$ cat src/rtl/axi4b_pkg.sv
// Shared types and helpers for the AXI4 B-channel response scheduler.
// Holds the BRESP code enum, the counter width and the round-robin pick function.
package axi4b_pkg;

    localparam int CNT_W = 4;

    typedef enum logic [1:0] {
        OKAY   = 2'd0,
        EXOKAY = 2'd1,
        SLVERR = 2'd2,
        DECERR = 2'd3
    } bresp_t;

    // On a tie, the requester that was not granted last wins.
    function automatic logic [1:0] rr_pick(input logic [1:0] req, input logic last);
        logic [1:0] gnt;
        case (req)
            2'b01:   gnt = 2'b01;
            2'b10:   gnt = 2'b10;
            2'b11:   gnt = last ? 2'b01 : 2'b10;
            default: gnt = 2'b00;
        endcase
        return gnt;
    endfunction

endpackage

$ cat src/rtl/axi4b_rr_arb2.sv
// Two-requester round-robin arbiter with a last-grant pointer register.
// The grant is gated by en, and the pointer only moves when a grant is actually issued.
module axi4b_rr_arb2
    import axi4b_pkg::*;
(
    input  logic       clk,
    input  logic       rst_n,
    input  logic [1:0] req,
    input  logic       en,
    output logic [1:0] gnt
);

    logic       last_r;
    logic [1:0] pick_s;

    // Select a winner from the current requests and gate it with the enable.
    always_comb begin
        pick_s = rr_pick(req, last_r);
        if (en) begin
            gnt = pick_s;
        end else begin
            gnt = 2'b00;
        end
    end

    // The pointer resets to 1 so that source 0 wins the first tie.
    always_ff @(posedge clk or negedge rst_n) begin
        if (!rst_n) begin
            last_r <= 1'b1;
        end else if (en && (req != 2'b00)) begin
            last_r <= pick_s[1];
        end else begin
            last_r <= last_r;
        end
    end

endmodule

$ cat src/rtl/axi4b_resp_sched.sv
// Schedules write responses from two per-ID sources onto one AXI4 B channel.
// Per-ID outstanding counters gate eligibility, and a one-deep output register allows zero-bubble reload.
module axi4b_resp_sched
    import axi4b_pkg::*;
#(
    parameter int MAX_OUTST = 15
) (
    input  logic       clk,
    input  logic       rst_n,
    input  logic       aw_fire,
    input  logic       aw_id,
    output logic       aw_full,
    input  logic       s0_valid,
    input  logic [1:0] s0_resp,
    input  logic       s1_valid,
    input  logic [1:0] s1_resp,
    output logic       s0_ready,
    output logic       s1_ready,
    output logic       bid,
    output logic [1:0] bresp,
    output logic       bvalid,
    input  logic       bready,
    output logic       err_ovf
);

    localparam logic [0:0] ST_EMPTY = 1'b0;
    localparam logic [0:0] ST_FULL  = 1'b1;
    localparam logic [CNT_W-1:0] MAX_C = CNT_W'(MAX_OUTST);

    logic [0:0]       state_r;
    logic             bid_r;
    logic [1:0]       bresp_r;
    logic             err_ovf_r;
    logic [CNT_W-1:0] cnt_r     [2];
    logic [CNT_W-1:0] cnt_nxt_s [2];
    logic [1:0]       elig_s;
    logic [1:0]       gnt_s;
    logic [1:0]       inc_s;
    logic             load_en_s;
    logic             aw_full_s;
    logic [1:0]       sel_resp_s;

    // Eligibility, load enable, the selected response and the counter next values.
    always_comb begin
        elig_s[0]  = s0_valid && (cnt_r[0] != {CNT_W{1'b0}});
        elig_s[1]  = s1_valid && (cnt_r[1] != {CNT_W{1'b0}});
        load_en_s  = (state_r == ST_EMPTY) || bready;
        aw_full_s  = (cnt_r[aw_id] == MAX_C);
        if (gnt_s[1]) begin
            sel_resp_s = s1_resp;
        end else begin
            sel_resp_s = s0_resp;
        end
        for (int n = 0; n < 2; n++) begin
            inc_s[n]     = aw_fire && (aw_id == 1'(n)) && (cnt_r[n] != MAX_C);
            cnt_nxt_s[n] = cnt_r[n] + CNT_W'(inc_s[n]) - CNT_W'(gnt_s[n]);
        end
    end

    axi4b_rr_arb2 u_arb (
        .clk   (clk),
        .rst_n (rst_n),
        .req   (elig_s),
        .en    (load_en_s),
        .gnt   (gnt_s)
    );

    // Outstanding counters and the sticky overflow flag.
    always_ff @(posedge clk or negedge rst_n) begin
        if (!rst_n) begin
            cnt_r[0]  <= {CNT_W{1'b0}};
            cnt_r[1]  <= {CNT_W{1'b0}};
            err_ovf_r <= 1'b0;
        end else begin
            cnt_r[0]  <= cnt_nxt_s[0];
            cnt_r[1]  <= cnt_nxt_s[1];
            err_ovf_r <= err_ovf_r || (aw_fire && aw_full_s);
        end
    end

    // Output register: load on grant, drain to EMPTY when nothing is eligible, hold under backpressure.
    always_ff @(posedge clk or negedge rst_n) begin
        if (!rst_n) begin
            state_r <= ST_EMPTY;
            bid_r   <= 1'b0;
            bresp_r <= OKAY;
        end else if (load_en_s && (gnt_s != 2'b00)) begin
            state_r <= ST_FULL;
            bid_r   <= gnt_s[1];
            bresp_r <= sel_resp_s;
        end else if (load_en_s) begin
            state_r <= ST_EMPTY;
            bid_r   <= bid_r;
            bresp_r <= bresp_r;
        end else begin
            state_r <= state_r;
            bid_r   <= bid_r;
            bresp_r <= bresp_r;
        end
    end

    assign aw_full  = aw_full_s;
    assign s0_ready = gnt_s[0];
    assign s1_ready = gnt_s[1];
    assign bvalid   = (state_r == ST_FULL);
    assign bid      = bid_r;
    assign bresp    = bresp_r;
    assign err_ovf  = err_ovf_r;

endmodule

$ cat config.mk
export PLATFORM = sky130hd
export DESIGN_NAME = axi4b_resp_sched
export DESIGN_NICKNAME = d
export VERILOG_FILES = /design/src/rtl/axi4b_pkg.sv /design/src/rtl/axi4b_rr_arb2.sv /design/src/rtl/axi4b_resp_sched.sv
export SDC_FILE = /design/constraint.sdc
export NUM_CORES = 1
export LEC_CHECK = 0
export ABC_CLOCK_PERIOD_IN_PS = 5100
export CORE_MARGIN = 5
export CORE_UTILIZATION = 52
export CTS_BUF_LIST = sky130_fd_sc_hd__clkbuf_8 sky130_fd_sc_hd__clkbuf_16
export CTS_CLUSTER_DIAMETER = 100
export DETAILED_ROUTE_END_ITERATION = 10
export GPL_TIMING_DRIVEN = 0
export PLACE_DENSITY = 0.9
export SLEW_MARGIN = 30
export SYNTH_ARGS = -nofsm -noshare
export SYNTH_HDL_FRONTEND = slang
export SYNTH_SLANG_ARGS = --single-unit
$ cat constraint.sdc
create_clock -name clk -period 5.1 [get_ports clk]
set_input_delay 1.02 -clock clk [delete_from_list [all_inputs] [get_ports clk]]
set_output_delay 1.02 -clock clk [all_outputs]
set_load 0.02 [all_outputs]
* Word-level counts from Yosys, hierarchy flattened
Index checks and enable logic that the tools add are counted.
** Word-level totals
- Register bits after elaboration :: 14
- Latch bits :: 0
- Memory bits (writable) :: 0
- Bits in read-only memories :: 0
- Input port bits :: 11
- Output and inout bits :: 8
- Word-level logic and storage cells :: 46
- Memories kept :: 0
** Cells by class
- Add/subtract/negate cells :: 4
- Multipliers :: 0
- Div/mod/pow operators :: 0
- $lt $le $gt $ge :: 1
- Equal/unequal tests :: 6
- Shift operators :: 0
- Mux-type cells :: 9
- Bitwise gates (word level) :: 3
- Reductions and logical operators :: 16
** Operator list (number)
- $mux W4 :: 3
- $logic_and A1 B1 Y1 :: 9
- $add A4 B1 Y4 :: 2
- $ne A4 B4 Y1 const B :: 2
- $reduce_bool A4 Y1 :: 2
- $sub A4 B1 Y4 :: 2
- $mux W2 :: 3
- $pmux W2 S3 :: 1
- $reduce_bool A2 Y1 :: 3
- $eq A2 B2 Y1 const B :: 2
- $eq A4 B4 Y1 const B :: 1
- $eq A2 B1 Y1 const B :: 1
- $ge A2 B2 Y1 const B :: 1
- $logic_or A1 B1 Y1 :: 2
- $mux W1 :: 2
- $not A1 Y1 :: 2
- $not A1 Y2 :: 1

* Logic depth before layout (Yosys ltp)
Gate-level depths: netlist of run 1.
- Depth in word-level cells :: 8
- Depth in mapped cells :: 12
- Depth with buffers taken out :: 12

* Modules after synthesis
Synthesis of run 1 repeated with hierarchy kept, for this count alone.
** Second synthesis, totals
- Cells, all modules :: 84
- Area total of the unflattened synthesis :: 882.1 um2
** By module, submodules not included
- axi4b_resp_sched :: instances 1, cells an instance 76, area an instance 819.5 um2, sequential area each 325.3 um2
- axi4b_rr_arb2 :: instances 1, cells an instance 8, area an instance 62.6 um2, sequential area each 26.3 um2

* Least setup slack after synthesis of run 1
Ideal clock, no wire load.
- Path kind :: input port to flip-flop
- Start :: input s1_valid
- End :: register cnt_r[6] (netlist name)
- Library setup time :: 0.123 ns
- Arrival :: 2.677 ns
- Required time :: 4.977 ns
- Setup slack :: 2.300 ns
- Stages on the path :: 8
- Buffers on the path :: 0
- Path through :: inv_1 -> o311ai_4 -> nor2_1 -> ha_1 -> inv_1 -> ha_1 -> fa_1 -> xor2_1
** RTL lines
- start, declared :: RTL line axi4b_resp_sched.sv:15 : input logic s1_valid,
- end, declared :: RTL line axi4b_resp_sched.sv:34 : logic [CNT_W-1:0] cnt_r [2];

* Worst setup path in the final report of run 1
- Start :: input s1_valid
- End :: output s1_ready
** On the way
- Cells in the longest elaborated chain, start to end :: 4
- Elaborated cells on any way between the ends :: 6
- Classes of those cells :: eq/ne (3); mux (2); reduce/logical (1)
** RTL lines
- $logic_and A1 B1 Y1 (*) :: RTL line axi4b_resp_sched.sv:46 : elig_s[1] = s1_valid && (cnt_r[1] != {CNT_W{1'b0}});
- $eq A2 B2 Y1 or $eq A2 B1 Y1 (tied branches) :: RTL line axi4b_pkg.sv:17 : case (req)
- $pmux W2 S3 (*) :: RTL line axi4b_pkg.sv:17
- $mux W2 (*) :: RTL line axi4b_rr_arb2.sv:19 : if (en) begin
- end, declared :: RTL line axi4b_resp_sched.sv:18 : output logic s1_ready,
Mark *: on every way between the ends. The rest lies on a longest branch, timed or not.

==> run_results.csv, run 1 <==
group,metric,value,unit
final_layout,final_nets,124,
clocking,clkLatencyLatePin,240,ps
floorplan,dieArea,2610,sq um
clocking,clock-sinks,14,
floorplan,fp.dieW,51.0,um
sta,finalHoldViolations,0,
clocking,tritoncts,"yes",
sta,drv_slew,0,
place,gp_congestion,0.785,
sta,period_share,75.0,%
synth,synth_compound_area_share,10.6,%
final_layout,drive_above_1_share,15.3,%
setup_path,startpoint_type,"input pin",
setup_path,crit_slowest_cell,"clkdlybuf4s50_1",
floorplan,start_util,56.2,%
pwr,power_leakage,0.000537,uW
synth,yosysTopAreaCell,"dfrtp_1",
synth,synth_top_family_by_area,"adder cells",
grt,grt_pass1_vias,684,
final_layout,syn_to_final_growth,29.1,%
pwr,p_int,405,uW
synth,yosysUniqueCellTypes,27,
sta,finalSetupViolCount,0,
setup_path,cp.required,4080,ps
synth,synth_edf_count,0,
floorplan,pin_count,19,
routing,drc_errors,0,
synth,synth_simple_gate_area_share,12.0,%
sta,timing.final.ws_setup,1280,ps
clocking,cts-buffers-inserted,3,
synth,synthCells,76,
synth,ys.flop_type,"dfrtp_1",
grt,grtUsageTotal,15.5,%
synth,synth_top_area_share,37.1,%
routing,first_iter_violations,3,
sta,fmax,261,MHz
routing,routedWlPerCell,14.1,um
outcome,status,"complete, no violations",
pwr,pwr-share-clk,16.5,%
synth,ys_ff_latch,14,
final_layout,fin_area,1130,sq um
clocking,cts-root-buf,"clkbuf_8",
grt,grt_pass1_wl,3010,um
pwr,comb_power_share,49.3,%
synth,ys_warn_count,0,
floorplan,core,1560,sq um
routing,first_pass_iters,4,
pwr,irDropWorstVdd,351,uV
pwr,p_switching,250,uW
place,placed_cell_area,1080,sq um
setup_path,cpMostUsedCell,"clkdlybuf4s50_1",
synth,asyncSetResetFlopFracSynth,100,%
final_layout,antenna_cells,0,
synth,avgSynthCellArea,11.5,sq um
synth,synth_fa_ha_area_share,21.7,%
pwr,switching_share,38.2,%
sta,min_period,3820,ps
flow_run,max-cap-violations,0,
setup_path,critPathBufInv,3,
synth,synthTopCellsByCount,"dfrtp_1 (13), inv_1 (13), ha_1 (12), nand3_1 (4)",
grt,antenna_found_initial,0,
sta,maxSlewHeadroom,57.4,%
clocking,ctsHoldBuffers,0,
floorplan,rows,14,
sta,finClkSkew,2.63,ps
setup_path,r2r_setup_slack,2400,ps
routing,ant_nets,0,
worst_hold_path,hp-class,"reg -> reg",
setup_path,critPathKind,"in -> out",
final_layout,fillers,115,
routing,vias_per_cell,5.48,
place,io_buffers,18,
pwr,power_density,579,nW/um^2
setup_path,crit_fanout,5,
sta,tightest_slew,637,ps
clocking,htreeDepth,1,
pwr,p_seq_share,34.2,%
synth,synth_area,876,sq um
routing,vias,625,
synth,ys_top_cells_by_area,"dfrtp_1 (37%), ha_1 (17%), inv_1 (5.6%)",
sta,setup_tns,0,ps
synth,syn_nets,101,
grt,grt_max_degree,15,
grt,grt_overflow,0,
clocking,path_clk_slew,60,ps
sta,rsz0062_at_grt,"false",
setup_path,crit_chain,"clkdlybuf4s50_1 > inv_1 > o311ai_4 > and2_2 > clkdlybuf4s50_1",
setup_path,end_kind,"primary output",
clocking,postCtsSetupRepairBufs,0,
synth,muxShareOfSynthArea,6.00,%
synth,synth-seq-area-share,40.1,%
place,pre_cts_ws,1260,ps
setup_path,cp_slowest_stage_delay,600,ps
setup_path,crit_arrival,2800,ps
floorplan,die_y,51.0,um
routing,routed_wl,1610,um
setup_path,crit_family,"buffers and inverters",
clocking,clockBufferDepth,2,
synth,synth_xor_area_share,4.00,%
place,hpwl,1260,um
clocking,cts-resized-gates,0,
-- per-layer routing --
layer	wire [um]	global-route usage, %
met3	127	3.78
met5	0	0
met1	665	17.4
met2	784	27.7
met4	34	6.73
-- registers in the layout, indices dropped and copies added (netlist names) --
| signal | cells |
|---|---|
| u_arb.last_r | 1 |
| bresp | 2 |
| err_ovf | 1 |
| bvalid | 1 |
| bid | 1 |
| cnt_r | 8 |
-- layout make-up --
| type | count | area (sq um) | share of cell area (%) |
|---|---|---|---|
| clock buffers | 4 | 55.1 | 4.87 |
| repair buffers | 18 | 180 | 15.9 |
| flip-flops and latches | 14 | 352 | 31.1 |
| well taps | 16 | 20.0 | 1.77 |
| inverters | 13 | 48.8 | 4.31 |
| multi-input cells | 49 | 475 | 42.0 |
-- metrics by stage --
stage | std cells | total power (uW) | util (%) | hold WS, ps
floorplan | 76 | 446 | - | 499
global placement | 110 | 527 | 69.0 | 442
detailed placement | 110 | 550 | 69.0 | 460
CTS | 114 | 663 | 72.6 | 478
global route | 114 | 715 | 72.6 | 497
finish | 114 | 655 | 72.6 | 473
-- logic make-up after synthesis --
family | after synthesis
muxes | 4
buffers and inverters | 13
adders and majority gates | 14
DFF | 14
and+or+nand+nor | 16
xor gates and xnor gates | 4
AOI/OAI and AO/OA | 11
-- power groups by stage --
stage / logic (uW) / clock network (uW) / registers [uW]
4_1_cts: 329 / 110 / 224
3_5_place_dp: 324 / 0 / 226
2_1_floorplan: 213 / 0 / 233
3_3_place_gp: 305 / 0 / 222
5_1_grt: 368 / 115 / 232
6_report: 323 / 108 / 224
-- worst register-to-register path, delay by kind of cell (launching register included) --
kind / cells / cell delay [ps]
adders and majority gates: 4 / 950
and+or+nand+nor: 3 / 740
DFF: 1 / 400
buffers and inverters: 3 / 200
xor gates and xnor gates: 1 / 190
AOI/OAI and AO/OA: 1 / 130
-- final timing paths --
check,end,from,cells after the start
hold / removal,err_ovf,err_ovf,1
setup reg to reg,cnt_r[2],cnt_r[6],12
min in group asynchronous,bvalid,rst_n,1
hold reg to reg,err_ovf,err_ovf,1
setup / recovery,s1_ready,s1_valid,5
max in group asynchronous,cnt_r[2],rst_n,1
-- layout by cell type (no fill, tap or decap), types with 2 or more instances in the layout --
cell type / synthesis / final
xor2_1: 3 / 3
fa_1: 2 / 2
mux2_4: 2 / 2
dfrtp_1: 13 / 13
ha_1: 12 / 12
a21o_1: 3 / 3
a21oi_1: 3 / 3
nand2_1: 3 / 3
mux2_2: 2 / 2
nand3_1: 4 / 4
inv_1: 13 / 13
clkbuf_8: 0 / 4
clkdlybuf4s50_1: 0 / 18
(Power assumes the default switching activity.)
==> run 2, diff against run 1 <==
--- a/config.mk
+++ b/config.mk
@@ -5,14 +5,14 @@
 export SDC_FILE = /design/constraint.sdc
 export NUM_CORES = 1
 export LEC_CHECK = 0
-export ABC_CLOCK_PERIOD_IN_PS = 5100
+export ABC_CLOCK_PERIOD_IN_PS = 3700
 export CORE_MARGIN = 5
-export CORE_UTILIZATION = 52
+export CORE_UTILIZATION = 49
 export CTS_BUF_LIST = sky130_fd_sc_hd__clkbuf_8 sky130_fd_sc_hd__clkbuf_16
 export CTS_CLUSTER_DIAMETER = 100
 export DETAILED_ROUTE_END_ITERATION = 10
 export GPL_TIMING_DRIVEN = 0
-export PLACE_DENSITY = 0.9
+export PLACE_DENSITY = 0.86
 export SLEW_MARGIN = 30
 export SYNTH_ARGS = -nofsm -noshare
 export SYNTH_HDL_FRONTEND = slang
==> constraint.sdc (replaced) <==
create_clock -name clk -period 3.7 [get_ports clk]
set_input_delay 0.74 -clock clk [delete_from_list [all_inputs] [get_ports clk]]
set_output_delay 0.74 -clock clk [all_outputs]
set_load 0.02 [all_outputs]
==> run_results.csv, run 2 (synthesized netlist as in run 1, its figures left out) <==
group,metric,value,unit
outcome,status,"complete, no violations",
grt,grt_pass1_vias,676,
worst_hold_path,min_from,"err_ovf",
routing,ant_nets,0,
setup_path,startpoint_type,"input pin",
final_layout,final_cell_mix,"clkdlybuf4s50_1 (18), inv_1 (14), dfrtp_1 (13)",
setup_path,crit_fanout,5,
place,gp_congestion,0.756,
final_layout,antenna_cells,0,
clocking,cts-buffers-inserted,3,
setup_path,r2r_setup_slack,1030,ps
floorplan,dieArea,2730,sq um
setup_path,critPathKind,"in -> out",
grt,grt_overflow,0,
final_layout,final_nets,124,
floorplan,core,1710,sq um
floorplan,rows,15,
clocking,tritoncts,"yes",
pwr,power_density,767,nW/um^2
routing,vias,625,
clocking,clockBufferDepth,2,
sta,period_share,88.5,%
grt,grtUsageTotal,12.8,%
final_layout,drive_above_1_share,14.3,%
sta,maxSlewHeadroom,58.0,%
pwr,p_switching,333,uW
final_layout,final_common_cell,"clkdlybuf4s50_1",
setup_path,end_kind,"primary output",
setup_path,cp.required,2960,ps
place,io_buffers,18,
worst_hold_path,hold_depth,1,
sta,holdWs,462,ps
sta,drv_slew,0,
routing,first_iter_violations,8,
sta,finClkSkew,0.773,ps
pwr,power_leakage,0.000535,uW
sta,setup_tns,0,ps
place,pre_cts_ws,410,ps
clocking,cts-root-buf,"clkbuf_8",
clocking,clock-sinks,14,
final_layout,largest_register_ffs,8,
clocking,postCtsSetupRepairBufs,0,
setup_path,r2r_end,"cnt_r[2]",
sta,timing.final.ws_setup,426,ps
setup_path,rr_worst_depth,12,
setup_path,timing.rr.start,"cnt_r[6]",
clocking,path_clk_slew,50,ps
floorplan,die_y,52.3,um
flow_run,max-cap-violations,0,
setup_path,crit_arrival,2530,ps
final_layout,largest_register,"cnt_r",
pwr,p_int,536,uW
worst_hold_path,min_to,"err_ovf",
worst_hold_path,hp-class,"reg -> reg",
routing,first_pass_iters,4,
routing,vias_per_cell,5.08,
routing,routedWlPerCell,12.6,um
sta,rsz0062_at_grt,"false",
sta,finalHoldViolations,0,
floorplan,fp.dieW,52.3,um
pwr,irDropWorstVdd,449,uV
pwr,switching_share,38.3,%
pwr,p_seq_share,35.5,%
grt,grt_max_degree,15,
sta,min_period,3270,ps
pwr,comb_power_share,50.4,%
clocking,clkLatencyLatePin,240,ps
routing,routed_wl,1550,um
routing,drc_errors,0,
sta,tightest_slew,628,ps
clocking,cts-resized-gates,0,
pwr,p_total,869,uW
floorplan,start_util,51.3,%
sta,fmax,305,MHz
final_layout,syn_to_final_growth,29.3,%
clocking,htreeDepth,1,
grt,antenna_found_initial,0,
grt,grt_pass1_wl,2700,um
sta,finalSetupViolCount,0,
clocking,ctsHoldBuffers,0,
pwr,pwr-share-clk,14.1,%
floorplan,pin_count,19,
place,hpwl,1220,um
==> run 2: cell type report <==
| class | instances | area [sq um] |
|---|---|---|
| sequential | 14 | 352 |
| clock inverter | 1 | 3.75 |
| inverter | 13 | 48.8 |
| clock buffer | 3 | 41.3 |
| timing repair buffer | 18 | 180 |
| multi-input combinational | 49 | 475 |
| tap | 25 | 31.3 |
| fill | 145 | 576 |
==> run 2: power groups by stage <==
stage                     logic (uW)  clock network, uW  registers (uW)
final                            438                123             308
after global routing             495                136             321
after CTS                        451                128             309
after detailed placement         446                  0             310
after global placement           426                  0             305
after floorplan                  294                  0             321
==> run 2: worst max-delay path by stage <==
stage	from	cells past startpoint	to	slack (ps)
global route	s1_valid	5	s1_ready	320
finish	s1_valid	5	s1_ready	430
global placement	s1_valid	5	s1_ready	430
floorplan	cnt_r[6]	12	cnt_r[2]	1140
detailed placement	s1_valid	5	s1_ready	410
CTS	s1_valid	5	s1_ready	410
==> run 2: metal layers <==
layer | track usage (%) | share of wire [%]
met5 | 0 | 0
met4 | 0.426 | 0
met3 | 6.27 | 9.7
met2 | 23.4 | 49
met1 | 14.1 | 41
==> run 2: metrics by stage <==
stage / cells / utilization [%] / instance area (sq um)
floorplan: 76 / - / 876
global route: 123 / 66.3 / 1130
CTS: 123 / 66.3 / 1130
detailed placement: 119 / 63.7 / 1090
global placement: 119 / 63.7 / 1090
finish: 123 / 66.3 / 1130
==> run 2: worst max-delay path: stages <==
cell and delay, ps:
clkdlybuf4s50_1 480, inv_1 70, o311ai_4 400, and2_2 230
clkdlybuf4s50_1 610
==> run 3, diff against run 2 <==
--- a/config.mk
+++ b/config.mk
@@ -5,14 +5,15 @@
 export SDC_FILE = /design/constraint.sdc
 export NUM_CORES = 1
 export LEC_CHECK = 0
+export ABC_AREA = 1
 export ABC_CLOCK_PERIOD_IN_PS = 3700
-export CORE_MARGIN = 5
-export CORE_UTILIZATION = 49
+export CORE_UTILIZATION = 60
 export CTS_BUF_LIST = sky130_fd_sc_hd__clkbuf_8 sky130_fd_sc_hd__clkbuf_16
 export CTS_CLUSTER_DIAMETER = 100
 export DETAILED_ROUTE_END_ITERATION = 10
+export DONT_BUFFER_PORTS = 1
 export GPL_TIMING_DRIVEN = 0
-export PLACE_DENSITY = 0.86
+export PLACE_DENSITY = 0.84
 export SLEW_MARGIN = 30
 export SYNTH_ARGS = -nofsm -noshare
 export SYNTH_HDL_FRONTEND = slang
==> run_results.csv, run 3 <==
group,metric,value,unit
final_layout,final_nets,126,
synth,yosysMostFrequentCell,"inv_1",
routing,drc_errors,0,
routing,first_iter_violations,15,
sta,finalHoldViolations,0,
setup_path,cp.required,3840,ps
pwr,switching_share,42.6,%
clocking,clock-sinks,14,
final_layout,largest_register_ffs,8,
grt,grt_util_met3,9.44,%
synth,synth-seq-area-share,40.3,%
synth,synth_area,872,sq um
place,pre_cts_ws,1160,ps
synth,synth_top_area_share,37.3,%
grt,grt_overflow,0,
place,placed_cell_area,891,sq um
setup_path,startpoint_type,"flip-flop",
floorplan,pin_count,19,
setup_path,critPathKind,"reg -> reg",
synth,syn_nets,121,
place,gp_congestion,0.720,
clocking,htreeDepth,1,
sta,min_period,2560,ps
setup_path,cp_slowest_stage_delay,490,ps
worst_hold_path,hp-class,"in -> async",
place,io_buffers,0,
routing,routedWlPerCell,14.4,um
pwr,irDropWorstVdd,500,uV
clocking,cts-root-buf,"clkbuf_8",
floorplan,dieArea,1610,sq um
final_layout,drive_above_1_share,11.0,%
routing,first_pass_iters,4,
final_layout,fin_area,946,sq um
routing,ant_nets,0,
outcome,status,"complete, no violations",
floorplan,start_util,65.4,%
sta,setup_tns,0,ps
routing,routed_wl,1660,um
pwr,comb_power_share,45.0,%
synth,ys_top_cells_by_area,"dfrtp_1 (37%), ha_1 (17%), inv_1 (9.0%)",
sta,timing.final.ws_setup,1140,ps
grt,grt_pass1_vias,611,
clocking,tritoncts,"yes",
floorplan,die_y,40.1,um
setup_path,crit_fanout,5,
final_layout,largest_register,"cnt_r",
clocking,ctsHoldBuffers,0,
sta,rsz0062_at_grt,"false",
sta,tightest_slew,808,ps
sta,holdWs,179,ps
grt,antenna_found_initial,0,
sta,finalSetupViolCount,0,
setup_path,crit_slowest_cell,"fa_1",
place,hpwl,1230,um
setup_path,crit_chain,"inv_1 > ha_1 > nand2_2 > nand2_2 > a21oi_4 > nand2_1 > inv_1 > ha_1 > inv_1 > ha_1 > inv_1 > fa_1 > inv_1",
grt,grt_max_degree,15,
floorplan,core,1330,sq um
pwr,p_seq_share,37.7,%
synth,synthCells,96,
final_layout,syn_to_final_growth,8.46,%
sta,finClkSkew,3.35,ps
synth,ys.flop_type,"dfrtp_1",
setup_path,crit_family,"adder cells",
grt,grt_pass1_wl,2470,um
synth,yosysUniqueCellTypes,19,
sta,maxSlewHeadroom,45.6,%
setup_path,cpMostUsedCell,"inv_1",
synth,synthTopCellsByCount,"inv_1 (21), nand2_1 (16), dfrtp_1 (13), ha_1 (12), nand3_1 (10)",
pwr,power_density,925,nW/um^2
sta,drv_slew,0,
clocking,cts-resized-gates,0,
synth,avgSynthCellArea,9.08,sq um
synth,yosysTopAreaCell,"dfrtp_1",
setup_path,end_kind,"flip-flop",
pwr,p_int,502,uW
floorplan,rows,13,
grt,gr-max-usage-layer,"met2",
routing,vias_per_cell,5.54,
final_layout,final_common_cell,"inv_1",
synth,asyncSetResetFlopFracSynth,100,%
final_layout,antenna_cells,0,
pwr,p_total,875,uW
clocking,clkLatencyLatePin,250,ps
pwr,power_leakage,0.000513,uW
pwr,p_switching,373,uW
setup_path,crit_arrival,2700,ps
clocking,path_clk_slew,60,ps
clocking,postCtsSetupRepairBufs,0,
sta,period_share,69.1,%
grt,use_met1,23.4,%
flow_run,max-cap-violations,0,
sta,fmax,391,MHz
pwr,pwr-share-clk,17.4,%
grt,grtUsageTotal,24.9,%
clocking,clockBufferDepth,2,
synth,ys_warn_count,0,
synth,ys_ff_latch,14,
routing,vias,637,
grt,met2_usage,45.6,%
clocking,cts-buffers-inserted,3,
final_layout,fillers,101,
floorplan,fp.dieW,40.1,um
setup_path,critPathBufInv,5,
synth,synth_edf_count,0,
final_layout,final_cell_mix,"inv_1 (21), nand2_1 (16), dfrtp_1 (13)",
==> run 3: cell types whose count changed after synthesis, sizes merged, moves of 3 or more <==
cell,before,now
inv,13,22
mux2,4,0
nand2,3,18
nand3,4,10
nor2,1,4
==> run 3: routing by layer <==
layer  share of wire [%]  wire length, um
met3                 4.3               71
met5                   0                0
met2                  54              896
met4                 1.8               29
met1                  40              658
==> run 3: final timing paths <==
kind | start | end | slack, ps | cells after the start
setup / recovery | cnt_r[2] | cnt_r[1] | 1140 | 13
hold / removal | rst_n | cnt_r[3] | 180 | 0
setup reg to reg | cnt_r[2] | cnt_r[1] | 1140 | 13
hold reg to reg | u_arb.last_r | u_arb.last_r | 510 | 2
max in group asynchronous | rst_n | u_arb.last_r | 3350 | 0
min in group clk | u_arb.last_r | u_arb.last_r | 510 | 2
==> run 3: per-stage QoR <==
step                utilization (%)  std cells
global route                   70.9        115
finish                         70.9        115
global placement               66.8        111
detailed placement             66.8        111
floorplan                         -         96
CTS                            70.9        115
==> run 3: cell type report <==
type                       count  area, sq um  share of cell area (%)
clock buffer                   4         55.1                    5.82
sequential                    14          352                    37.2
multi-input combinational     60          438                    46.3
inverter                      22         82.6                    8.73
tap                           15         18.8                    1.98
==> run 3: cell families after synthesis <==
family                     synth area share, %
adders and majority gates                 21.8
AOI/OAI and AO/OA                         6.89
DFF                                       40.3
buffers and inverters                     9.47
xor gates and xnor gates                  4.02
and+or+nand+nor                           17.5
==> run 3: worst reg2reg max path: stages (launching register included) <==
cell and delay (ps):
dfrtp_1 400, inv_1 90, ha_1 220, nand2_2 90, nand2_2 60, a21oi_4 190
nand2_1 120, inv_1 200, ha_1 270, inv_1 60, ha_1 170, inv_1 60
fa_1 490, inv_1 40
==> run 3: power groups by stage <==
stage / Sequential (uW) / Combinational, uW / Clock, uW
final: 329 / 393 / 152
after global placement: 325 / 358 / 0
after floorplan: 314 / 321 / 0
after detailed placement: 331 / 391 / 0
after global routing: 341 / 446 / 161
after CTS: 329 / 397 / 155
